$ cat src/rtl/ysyx_23060025_wbuf.sv
// ysyx_23060025_wbuf: one-entry dcache write buffer that drains a byte/half/word or a full line over AXI.
// Optional feature macro YSYX_23060025_WBUF_ERR_EN enables the sticky out_werr flag on non-OKAY responses.
`ifndef MACRO_CACHE_LINE_OFF_ADDR_W
`define MACRO_CACHE_LINE_OFF_ADDR_W 4
`endif

module ysyx_23060025_wbuf #(
   parameter int ADDR_WIDTH            = 32,
   parameter int CACHE_LINE_OFF_ADDR_W = `MACRO_CACHE_LINE_OFF_ADDR_W,
   localparam int CACHE_LINE_W         = (2**CACHE_LINE_OFF_ADDR_W)*8,
   localparam int BEATS                = CACHE_LINE_W/32
) (
   input  logic                    clock,
   input  logic                    reset,
   // dcache side
   input  logic                    in_pwr_req,
   input  logic [ADDR_WIDTH-1:0]   in_pwaddr,
   input  logic [CACHE_LINE_W-1:0] in_pwdata,
   input  logic [3:0]              in_pwstrb,
   input  logic [2:0]              in_pwtype,
   output logic                    in_pwrdy,
   // AXI write address
   output logic                    out_awvalid,
   input  logic                    out_awready,
   output logic [ADDR_WIDTH-1:0]   out_awaddr,
   output logic [7:0]              out_awlen,
   output logic [2:0]              out_awsize,
   // AXI write data
   output logic                    out_wvalid,
   input  logic                    out_wready,
   output logic [31:0]             out_wdata,
   output logic [3:0]              out_wstrb,
   output logic                    out_wlast,
   // AXI write response
   input  logic                    out_bvalid,
   output logic                    out_bready,
   input  logic [1:0]              out_bresp,
   output logic                    out_werr,
   // FSM state for checkers
   output logic [1:0]              dbg_state_o
);

   // Handshakes: a transfer happens on the rising edge where valid and ready are both 1;
   // every output of this block is held stable while its valid is 1 and ready is 0.

   localparam int BEAT_W = (BEATS > 1) ? $clog2(BEATS) : 1;
   localparam logic [BEAT_W-1:0] LAST_BEAT = BEAT_W'(BEATS-1);
   localparam logic [2:0] TYPE_LINE = 3'b100;

   typedef enum logic [1:0] {
      S_IDLE = 2'd0,
      S_ADDR = 2'd1,
      S_DATA = 2'd2,
      S_RESP = 2'd3
   } state_e;

   state_e                  state_q, state_d;
   logic [ADDR_WIDTH-1:0]   addr_q, addr_d;
   logic [CACHE_LINE_W-1:0] data_q, data_d;
   logic [3:0]              strb_q, strb_d;
   logic [2:0]              type_q, type_d;
   logic [BEAT_W-1:0]       beat_q, beat_d;

   logic        is_line;
   logic        last_beat;
   logic [31:0] line_beat;

   assign is_line   = (type_q == TYPE_LINE);
   assign last_beat = is_line ? (beat_q == LAST_BEAT) : 1'b1;

   // Lowest 32-bit slice of the line goes out first.
   always_comb begin
      line_beat = data_q[31:0];
      for (int k = 0; k < BEATS; k++) begin
         if (beat_q == BEAT_W'(k)) line_beat = data_q[32*k +: 32];
      end
   end

   always_ff @(posedge clock or posedge reset) begin
      if (reset) begin
         state_q <= S_IDLE;
         addr_q  <= '0;
         data_q  <= '0;
         strb_q  <= '0;
         type_q  <= '0;
         beat_q  <= '0;
      end else begin
         state_q <= state_d;
         addr_q  <= addr_d;
         data_q  <= data_d;
         strb_q  <= strb_d;
         type_q  <= type_d;
         beat_q  <= beat_d;
      end
   end

   always_comb begin
      state_d = state_q;
      addr_d  = addr_q;
      data_d  = data_q;
      strb_d  = strb_q;
      type_d  = type_q;
      beat_d  = beat_q;
      case (state_q)
         S_IDLE: begin
            if (in_pwr_req) begin
               addr_d  = in_pwaddr;
               data_d  = in_pwdata;
               strb_d  = in_pwstrb;
               type_d  = in_pwtype;
               beat_d  = '0;
               state_d = S_ADDR;
            end
         end
         S_ADDR: begin
            if (out_awready) state_d = S_DATA;
         end
         S_DATA: begin
            if (out_wready) begin
               if (last_beat) state_d = S_RESP;
               else           beat_d  = beat_q + BEAT_W'(1);
            end
         end
         S_RESP: begin
            if (out_bvalid) state_d = S_IDLE;
         end
         default: state_d = S_IDLE;
      endcase
   end

   assign in_pwrdy    = (state_q == S_IDLE);
   assign out_awvalid = (state_q == S_ADDR);
   assign out_awaddr  = addr_q;
   assign out_awlen   = is_line ? 8'(BEATS-1) : 8'd0;
   assign out_awsize  = is_line ? 3'b010 : type_q;
   assign out_wvalid  = (state_q == S_DATA);
   assign out_wdata   = is_line ? line_beat : data_q[31:0];
   assign out_wstrb   = is_line ? 4'hF : strb_q;
   assign out_wlast   = (state_q == S_DATA) && last_beat;
   assign out_bready  = (state_q == S_RESP);
   assign dbg_state_o = state_q;

`ifdef YSYX_23060025_WBUF_ERR_EN
   logic werr_q, werr_d;

   always_comb begin
      werr_d = werr_q;
      if (out_bvalid && out_bready && (out_bresp != 2'b00)) werr_d = 1'b1;
   end

   always_ff @(posedge clock or posedge reset) begin
      if (reset) werr_q <= 1'b0;
      else       werr_q <= werr_d;
   end

   assign out_werr = werr_q;
`else
   logic unused_bresp;
   assign unused_bresp = ^out_bresp;
   assign out_werr     = 1'b0;
`endif

endmodule

$ cat config.mk
export PLATFORM = sky130hd
export DESIGN_NAME = ysyx_23060025_wbuf
export DESIGN_NICKNAME = d
export VERILOG_FILES = /design/src/rtl/ysyx_23060025_wbuf.sv
export SDC_FILE = /design/constraint.sdc
export NUM_CORES = 1
export LEC_CHECK = 0
export CORE_UTILIZATION = 46
export CTS_CLUSTER_SIZE = 28
export DETAILED_ROUTE_END_ITERATION = 10
export PLACE_DENSITY = 0.8
export SETUP_SLACK_MARGIN = 0.15
export SLEW_MARGIN = 25
export SYNTH_ARGS = -nofsm -noshare
export SYNTH_HDL_FRONTEND = slang
export SYNTH_SLANG_ARGS = --single-unit
export TNS_END_PERCENT = 20
$ cat constraint.sdc
create_clock -name clock -period 7.8 [get_ports clock]
set_input_delay 1.56 -clock clock [delete_from_list [all_inputs] [get_ports clock]]
set_output_delay 1.56 -clock clock [all_outputs]
set_load 0.01 [all_outputs]
==> metrics.log, run 1 <==
[metrics] outcome: complete, no violations
[metrics] Critical Path Start Type: flip-flop
[metrics] residual DRC count: 0
[metrics] total of endpoints with negative setup slack in the final report: 0
[metrics] final instance area: 0.0112 sq mm
[metrics] number of max-slew violations in the final report: 0
[metrics] Post-DP Area: 0.0106 sq mm
[metrics] Setup TNS Final: 0 ns
[metrics] number of endpoints with negative hold slack in the final report: 0
[metrics] Achievable Freq: 216 MHz
[metrics] transition time at the pin with the least slew margin: 0.981 ns
[metrics] uppermost routed layer: met4
[metrics] clock tree skew after final layout: 0.00817 ns
[metrics] Avg WL per Cell: 17.1 microns
[metrics] post-synthesis register bit count: 171
[metrics] Resized Gates After CTS: 0
[metrics] number of max-capacitance violations reported: 0
[metrics] H-tree levels: 4
[metrics] vias in the first global route: 5911
[metrics] row count: 47
[metrics] clk sink count: 171
[metrics] share of async-settable or async-resettable flops after synthesis: 100%
[metrics] leading cell types by count after synthesis: sky130_fd_sc_hd__mux2_2 (192), sky130_fd_sc_hd__dfrtp_1 (171), sky130_fd_sc_hd__inv_1 (41)
[metrics] Mapped Avg Cell Area: 12.1 sq um
[metrics] Worst Path Buf+Inv: 2
[metrics] number of antenna violations at the first check in global routing: 0
[metrics] crit path max-delay cell type: sky130_fd_sc_hd__ha_2
[metrics] length of routed wiring on met1: 7.91 mm
[metrics] Power Density: 391 mW/mm^2
[metrics] Layout area overhead: 40.3%
[metrics] boundary pin count: 262
[metrics] Post-Layout Cell Count: 1120
[metrics] setup repair after global routing missed its margin: false
[metrics] Post-CTS Hold Buffers: 0
[metrics] fraction of final layout cells sized beyond drive strength 1: 26.8%
[metrics] cell class contributing the biggest share of worst-path delay: adder cells
[metrics] number of library cell types mapped by synthesis: 27
[metrics] largest fanout on the critical path: 32
[metrics] wire length of the first global-routing pass: 30.4 mm
[metrics] sum of met2 wire segment lengths after detailed routing: 9.46 mm
[metrics] data arrival at the endpoint of the critical path: 3.07 ns
[metrics] combined global-route utilization of all metal layers: 22.2%
[metrics] Crit Path Category: reg2out
[metrics] routed via count: 5777
[metrics] share of the synthesized area in the top cell type: 53.8%
[metrics] clock tree buffer depth: 2
[metrics] setup repair bufs after CTS: 0
[metrics] initial core utilization: 47.6%
[metrics] Slew HR: 34.6%
[metrics] post-place setup slack: 3.56 ns
[metrics] core region area: 0.0167 sq mm
[metrics] total standard cell area after synthesis: 0.00795 sq mm
[metrics] post-synth top area cell: sky130_fd_sc_hd__dfrtp_1
[metrics] GPL Wtd Cong: 0.778
[metrics] Seq/Total Area, Yosys: 53.8%
[metrics] ordered list of cells on the worst path: inv_1, ha_2, mux2_2, o21ai_0, a31oi_1, clkdlybuf4s50_1
[metrics] Worst EP required: 6.24 ns
[metrics] post-detailed-routing wire length: 19.2 mm
[metrics] Die Span X: 133 microns
[metrics] Ant. Diodes: 0
[metrics] vias per cell: 5.16
[metrics] synth top area cells: sky130_fd_sc_hd__dfrtp_1 (54%), sky130_fd_sc_hd__mux2_2 (27%), sky130_fd_sc_hd__a31oi_1 (2.5%)
[metrics] post-detailed-placement half-perimeter wirelength: 12.7 mm
[metrics] clock tree root driver cell: sky130_fd_sc_hd__clkbuf_16
[metrics] highest ir drop seen on vdd: 0.000260 V
[metrics] post-route ant nets: 0
[metrics] number of detailed-routing iterations run before antenna repair: 5
[metrics] gate count after technology mapping: 656
[metrics] Total Die Area: 0.0178 sq mm
[metrics] most common cell in the netlist: sky130_fd_sc_hd__mux2_2
[metrics] clock slew at the register clock pins of the worst setup and hold paths: 0.06 ns
[metrics] clock latency reported for the late side of the worst-skew pair: 0.42 ns
[metrics] count of buffers from port buffering: 252
[metrics] Final Critical Period: 4.63 ns
[metrics] leakage power: 0.00465 uW
[metrics] post-route setup slack: 3.17 ns
[metrics] Cell Count Post-Placement: 1088
[metrics] hold slack: 0.501 ns
[metrics] Iter 0 DRT Violations: 215
[metrics] total CTS buffers: 17
[metrics] TritonCTS clock tree: built
[metrics] nature of the critical path endpoint: output pin
[metrics] EDFF count, synth: 0
[metrics] wire length on met3: 1.61 mm
[metrics] predominant post-synthesis flop cell: sky130_fd_sc_hd__dfrtp_1
[metrics] total congestion overflow after global routing: 0
[metrics] Period Utilization, post-route: 59.4%
[metrics] final-stage net count: 1069
[metrics] class of the worst hold path: reg2reg
[metrics] CP max stage delay: 0.83 ns
[metrics] floorplan die height: 133 microns
[metrics] synth warn: 0
[metrics] largest net degree at the start of global routing: 111
-- path summary, 6_finish.rpt --
kind / from / endpoint / slack (ns) / depth (start not counted)
worst min-delay path: strb_q[3] / strb_q[3] / 0.50 / 1
worst min register to register: strb_q[3] / strb_q[3] / 0.50 / 1
worst max register to register: dbg_state_o[0] / data_q[54] / 4.83 / 5
worst max-delay path: beat_q[1] / out_wdata[31] / 3.17 / 6
min in group asynchronous: reset / out_awaddr[8] / 1.68 / 2
max in group asynchronous: reset / data_q[44] / 4.77 / 3
-- area by class of cell --
class	instances	area (sq um)
Inverter	41	161
Tap cell	220	275
Sequential cell	171	4280
Timing Repair Buffer	259	2570
Multi-Input combinational cell	397	3310
Fill cell	1277	5540
Clock buffer	24	502
Clock inverter	8	57.6
-- stage by stage --
stage          total power, uW  util [%]
2_1_floorplan             2740         -
4_1_cts                   4400      66.8
3_5_place_dp              3580      63.4
3_3_place_gp              3520      63.4
6_report                  4360      66.8
5_1_grt                   4630      66.8
-- power by group --
| part | internal (uW) | switching, uW | leakage [uW] |
|---|---|---|---|
| combinational | 1190 | 780 | 0.00235 |
| sequential | 1340 | 251 | 0.00202 |
| clock | 452 | 347 | 0.000277 |
-- registers in the layout (all words and copies together) (netlist names) --
| signal | count |
|---|---|
| beat_q | 2 |
| data_q | 128 |
| dbg_state_o | 2 |
| out_awaddr | 32 |
| strb_q | 4 |
| type_q | 3 |
-- layer usage --
layer | GRT usage, % | vias to the layer above
met5 | 0 | -
met4 | 7.13 | 0
met3 | 7.95 | 15
met2 | 38.0 | 211
met1 | 26.0 | 2837
li1 | - | 2714
-- placed cells by master (no fill, tap or decap), types with 2 or more instances in the layout --
master / n
sky130_fd_sc_hd__clkdlybuf4s50_1: 252
sky130_fd_sc_hd__mux2_2: 192
sky130_fd_sc_hd__dfrtp_1: 171
sky130_fd_sc_hd__inv_1: 40
sky130_fd_sc_hd__o21ai_0: 34
sky130_fd_sc_hd__nor2_1: 34
sky130_fd_sc_hd__nand2_1: 33
sky130_fd_sc_hd__a21oi_1: 32
sky130_fd_sc_hd__a31oi_1: 32
sky130_fd_sc_hd__clkbuf_16: 17
sky130_fd_sc_hd__mux2_1: 8
sky130_fd_sc_hd__conb_1: 7
sky130_fd_sc_hd__buf_4: 7
sky130_fd_sc_hd__or2_2: 5
sky130_fd_sc_hd__clkbuf_8: 5
sky130_fd_sc_hd__ha_1: 4
sky130_fd_sc_hd__ha_2: 3
sky130_fd_sc_hd__clkinv_2: 3
sky130_fd_sc_hd__o22ai_1: 2
sky130_fd_sc_hd__clkinv_4: 2
sky130_fd_sc_hd__inv_6: 2
sky130_fd_sc_hd__clkbuf_1: 2
-- worst reg2reg max path: stages (launching register included) --
cell and delay (ns):
sky130_fd_sc_hd__dfrtp_1 0.41, sky130_fd_sc_hd__inv_1 0.09, sky130_fd_sc_hd__ha_1 0.29, sky130_fd_sc_hd__nand2_4 0.70
sky130_fd_sc_hd__buf_4 0.85, sky130_fd_sc_hd__mux2_2 0.52
-- cell families after synthesis --
logic type      share of synthesized area, %
mux                                     28.3
flops                                   53.8
compound gates                          7.27
buf+inv                                 5.13
simple gates                            4.30
fa+ha+maj                               1.10
other cells                           0.0472
Note: power is estimated with default switching activity, not from simulation.
==> run 2, diff against run 1 <==
- clock period: 7.8 -> 4.5 ns (I/O delays scaled with it)
==> metrics.log, run 2 (synthesis gave the netlist of run 1 again) <==
[metrics] total CTS buffers: 17 (unchanged)
[metrics] Iter 0 DRT Violations: 251 (was 215)
[metrics] row count: 47 (unchanged)
[metrics] transition time at the pin with the least slew margin: 0.951 ns (was 0.981 ns)
[metrics] clock tree root driver cell: sky130_fd_sc_hd__clkbuf_16 (unchanged)
[metrics] largest fanout on the critical path: 36 (was 32)
[metrics] clk sink count: 171 (unchanged)
[metrics] Crit Path Category: reg2out (unchanged)
[metrics] Total Die Area: 0.0178 sq mm (unchanged)
[metrics] final-stage net count: 1070 (was 1069)
[metrics] total of endpoints with negative setup slack in the final report: 0 (unchanged)
[metrics] core region area: 0.0167 sq mm (unchanged)
[metrics] vias in the first global route: 5975 (was 5911)
[metrics] wire length of the first global-routing pass: 30.4 mm (about the same)
[metrics] number of detailed-routing iterations run before antenna repair: 5 (unchanged)
[metrics] final core occ: 67.1% (was 66.8%)
[metrics] largest reg by FF count: data_q (unchanged)
[metrics] Post-CTS Hold Buffers: 0 (unchanged)
[metrics] leakage power: 0.00465 uW (about the same)
[metrics] worst r2r src: dbg_state_o[0] (unchanged)
[metrics] flip-flop count of the largest register, all copies and words added: 128 (unchanged)
[metrics] fraction of final layout cells sized beyond drive strength 1: 27.0% (was 26.8%)
[metrics] wire length on met3: 1.73 mm (was 1.61 mm)
[metrics] class of the worst hold path: reg2reg (unchanged)
[metrics] Critical Path Start Type: flip-flop (unchanged)
[metrics] Ant. Diodes: 0 (unchanged)
[metrics] most frequent standard cell in the layout excluding fill and tap cells: sky130_fd_sc_hd__clkdlybuf4s50_1 (unchanged)
[metrics] clock tree buffer depth: 2 (unchanged)
[metrics] residual DRC count: 0 (unchanged)
[metrics] combined global-route utilization of all metal layers: 22.0% (was 22.2%)
[metrics] Final Critical Period: 3.72 ns
[metrics] clock latency reported for the late side of the worst-skew pair: 0.42 ns (about the same)
[metrics] post-detailed-routing wire length: 18.9 mm (was 19.2 mm)
[metrics] nature of the critical path endpoint: output pin (unchanged)
[metrics] count of buffers from port buffering: 252 (unchanged)
[metrics] length of routed wiring on met1: 7.93 mm (was 7.91 mm)
[metrics] clock slew at the register clock pins of the worst setup and hold paths: 0.07 ns (was 0.06 ns)
[metrics] boundary pin count: 262 (unchanged)
[metrics] endpoint of the worst register-to-register path: data_q[14] (was data_q[54])
[metrics] depth of the worst register-to-register path: 5 (unchanged)
[metrics] number of endpoints with negative hold slack in the final report: 0 (unchanged)
[metrics] number of max-slew violations in the final report: 0 (unchanged)
[metrics] total congestion overflow after global routing: 0 (unchanged)
[metrics] initial core utilization: 47.6% (unchanged)
[metrics] floorplan die height: 133 microns (unchanged)
[metrics] Avg WL per Cell: 16.9 microns (was 17.1 microns)
[metrics] clock tree skew after final layout: 0.00689 ns (was 0.00817 ns)
[metrics] routed via count: 5727 (was 5777)
[metrics] number of antenna violations at the first check in global routing: 0 (unchanged)
[metrics] Cells on Worst Hold Path: 1 (unchanged)
[metrics] data arrival at the endpoint of the critical path: 2.82 ns (was 3.07 ns)
[metrics] TritonCTS clock tree: built (unchanged)
[metrics] vias per cell: 5.11 (was 5.16)
[metrics] largest net degree at the start of global routing: 172 (was 111)
[metrics] setup repair after global routing missed its margin: false (unchanged)
[metrics] most frequent cells in the layout: sky130_fd_sc_hd__clkdlybuf4s50_1 (252), sky130_fd_sc_hd__mux2_2 (192), sky130_fd_sc_hd__dfrtp_1 (171), sky130_fd_sc_hd__inv_1 (40) (unchanged)
[metrics] highest ir drop seen on vdd: 0.000462 V (was 0.000260 V)
[metrics] post-route ant nets: 0 (unchanged)
[metrics] Worst EP required: 3.60 ns (was 6.24 ns)
[metrics] hold path startpoint: strb_q[1] (was strb_q[3])
[metrics] Slew HR: 36.6% (was 34.6%)
[metrics] setup repair bufs after CTS: 0 (unchanged)
[metrics] outcome: complete, no violations (unchanged)
[metrics] setup slack, reg-to-reg: 2.21 ns (was 4.83 ns)
[metrics] hold path endpoint: strb_q[1] (was strb_q[3])
[metrics] Resized Gates After CTS: 0 (unchanged)
[metrics] post-detailed-placement half-perimeter wirelength: 12.5 mm (was 12.7 mm)
[metrics] Layout area overhead: 41.0% (was 40.3%)
[metrics] Achievable Freq: 269 MHz
[metrics] H-tree levels: 4 (unchanged)
[metrics] Setup TNS Final: 0 ns (unchanged)
[metrics] number of max-capacitance violations reported: 0 (unchanged)
[metrics] GPL Wtd Cong: 0.780 (was 0.778)
[metrics] Power Density: 676 mW/mm^2 (was 391 mW/mm^2)
[metrics] sum of met2 wire segment lengths after detailed routing: 9.03 mm (was 9.46 mm)
[metrics] Die Span X: 133 microns (unchanged)
[metrics] uppermost routed layer: met4 (unchanged)
[metrics] Period Utilization, post-route: 82.6%
-- run 2: cell count changes in the layout (fill, tap and decap cells not counted) --
cell / previous run / this run
sky130_fd_sc_hd__clkbuf_8: 5 / 1
sky130_fd_sc_hd__clkbuf_1: 2 / 0
sky130_fd_sc_hd__inv_8: 1 / 0
sky130_fd_sc_hd__clkinv_4: 2 / 1
sky130_fd_sc_hd__inv_6: 2 / 4
sky130_fd_sc_hd__buf_12: 0 / 4
sky130_fd_sc_hd__buf_4: 7 / 4
sky130_fd_sc_hd__clkinvlp_4: 1 / 5
sky130_fd_sc_hd__bufinv_16: 0 / 1
-- run 2: worst max-delay path by stage --
stage / startpoint / endpoint / slack (ns) / depth (start not counted)
final: beat_q[0] / out_wdata[14] / 0.78 / 5
after global routing: beat_q[0] / out_wdata[21] / 0.61 / 6
after CTS: beat_q[0] / out_wdata[14] / 0.74 / 5
after detailed placement: beat_q[0] / out_wdata[21] / 1.24 / 5
after global placement: beat_q[0] / out_wdata[21] / 1.26 / 5
after floorplan: reset / beat_q[0] / 1.42 / 1
-- run 2: critical path: stages (launching register included) --
cell                              delay (ns)
sky130_fd_sc_hd__dfrtp_1                0.42
sky130_fd_sc_hd__ha_2                   0.74
sky130_fd_sc_hd__buf_4                  0.37
sky130_fd_sc_hd__nand2_1                0.09
sky130_fd_sc_hd__a31oi_1                0.22
sky130_fd_sc_hd__clkdlybuf4s50_1        0.57
-- run 2: routing by layer --
layer  track usage (%)  vias to the layer above
met5                 0                        -
li1                  -                     2719
met4              5.62                        0
met1              26.9                     2788
met3              8.75                       15
met2              36.2                      205
-- run 2: where the power goes --
group	total, uW	switching, uW	internal, uW
Combinational	3410	1350	2070
Sequential	2760	428	2330
Clock	1400	623	778
-- run 2: area by class of cell --
| class | instances | area [sq um] |
|---|---|---|
| inverter | 41 | 158 |
| clock inverter | 13 | 119 |
| clock buffer | 18 | 439 |
| multi-input combinational | 397 | 3310 |
| tap | 220 | 275 |
| sequential | 171 | 4280 |
| fill | 1277 | 5490 |
| timing repair buffer | 260 | 2630 |
-- run 2: stage by stage --
stage / area (sq um) / setup WS (ns) / hold WS (ns) / cells / power [uW]
2_1_floorplan: 7980 / 1.42 / 0.471 / 662 / 4740
3_3_place_gp: 10700 / 1.26 / 0.480 / 1089 / 6110
3_5_place_dp: 10700 / 1.24 / 0.487 / 1089 / 6220
4_1_cts: 11200 / 0.737 / 0.503 / 1120 / 7660
5_1_grt: 11200 / 0.609 / 0.510 / 1120 / 8080
6_report: 11200 / 0.781 / 0.503 / 1120 / 7570
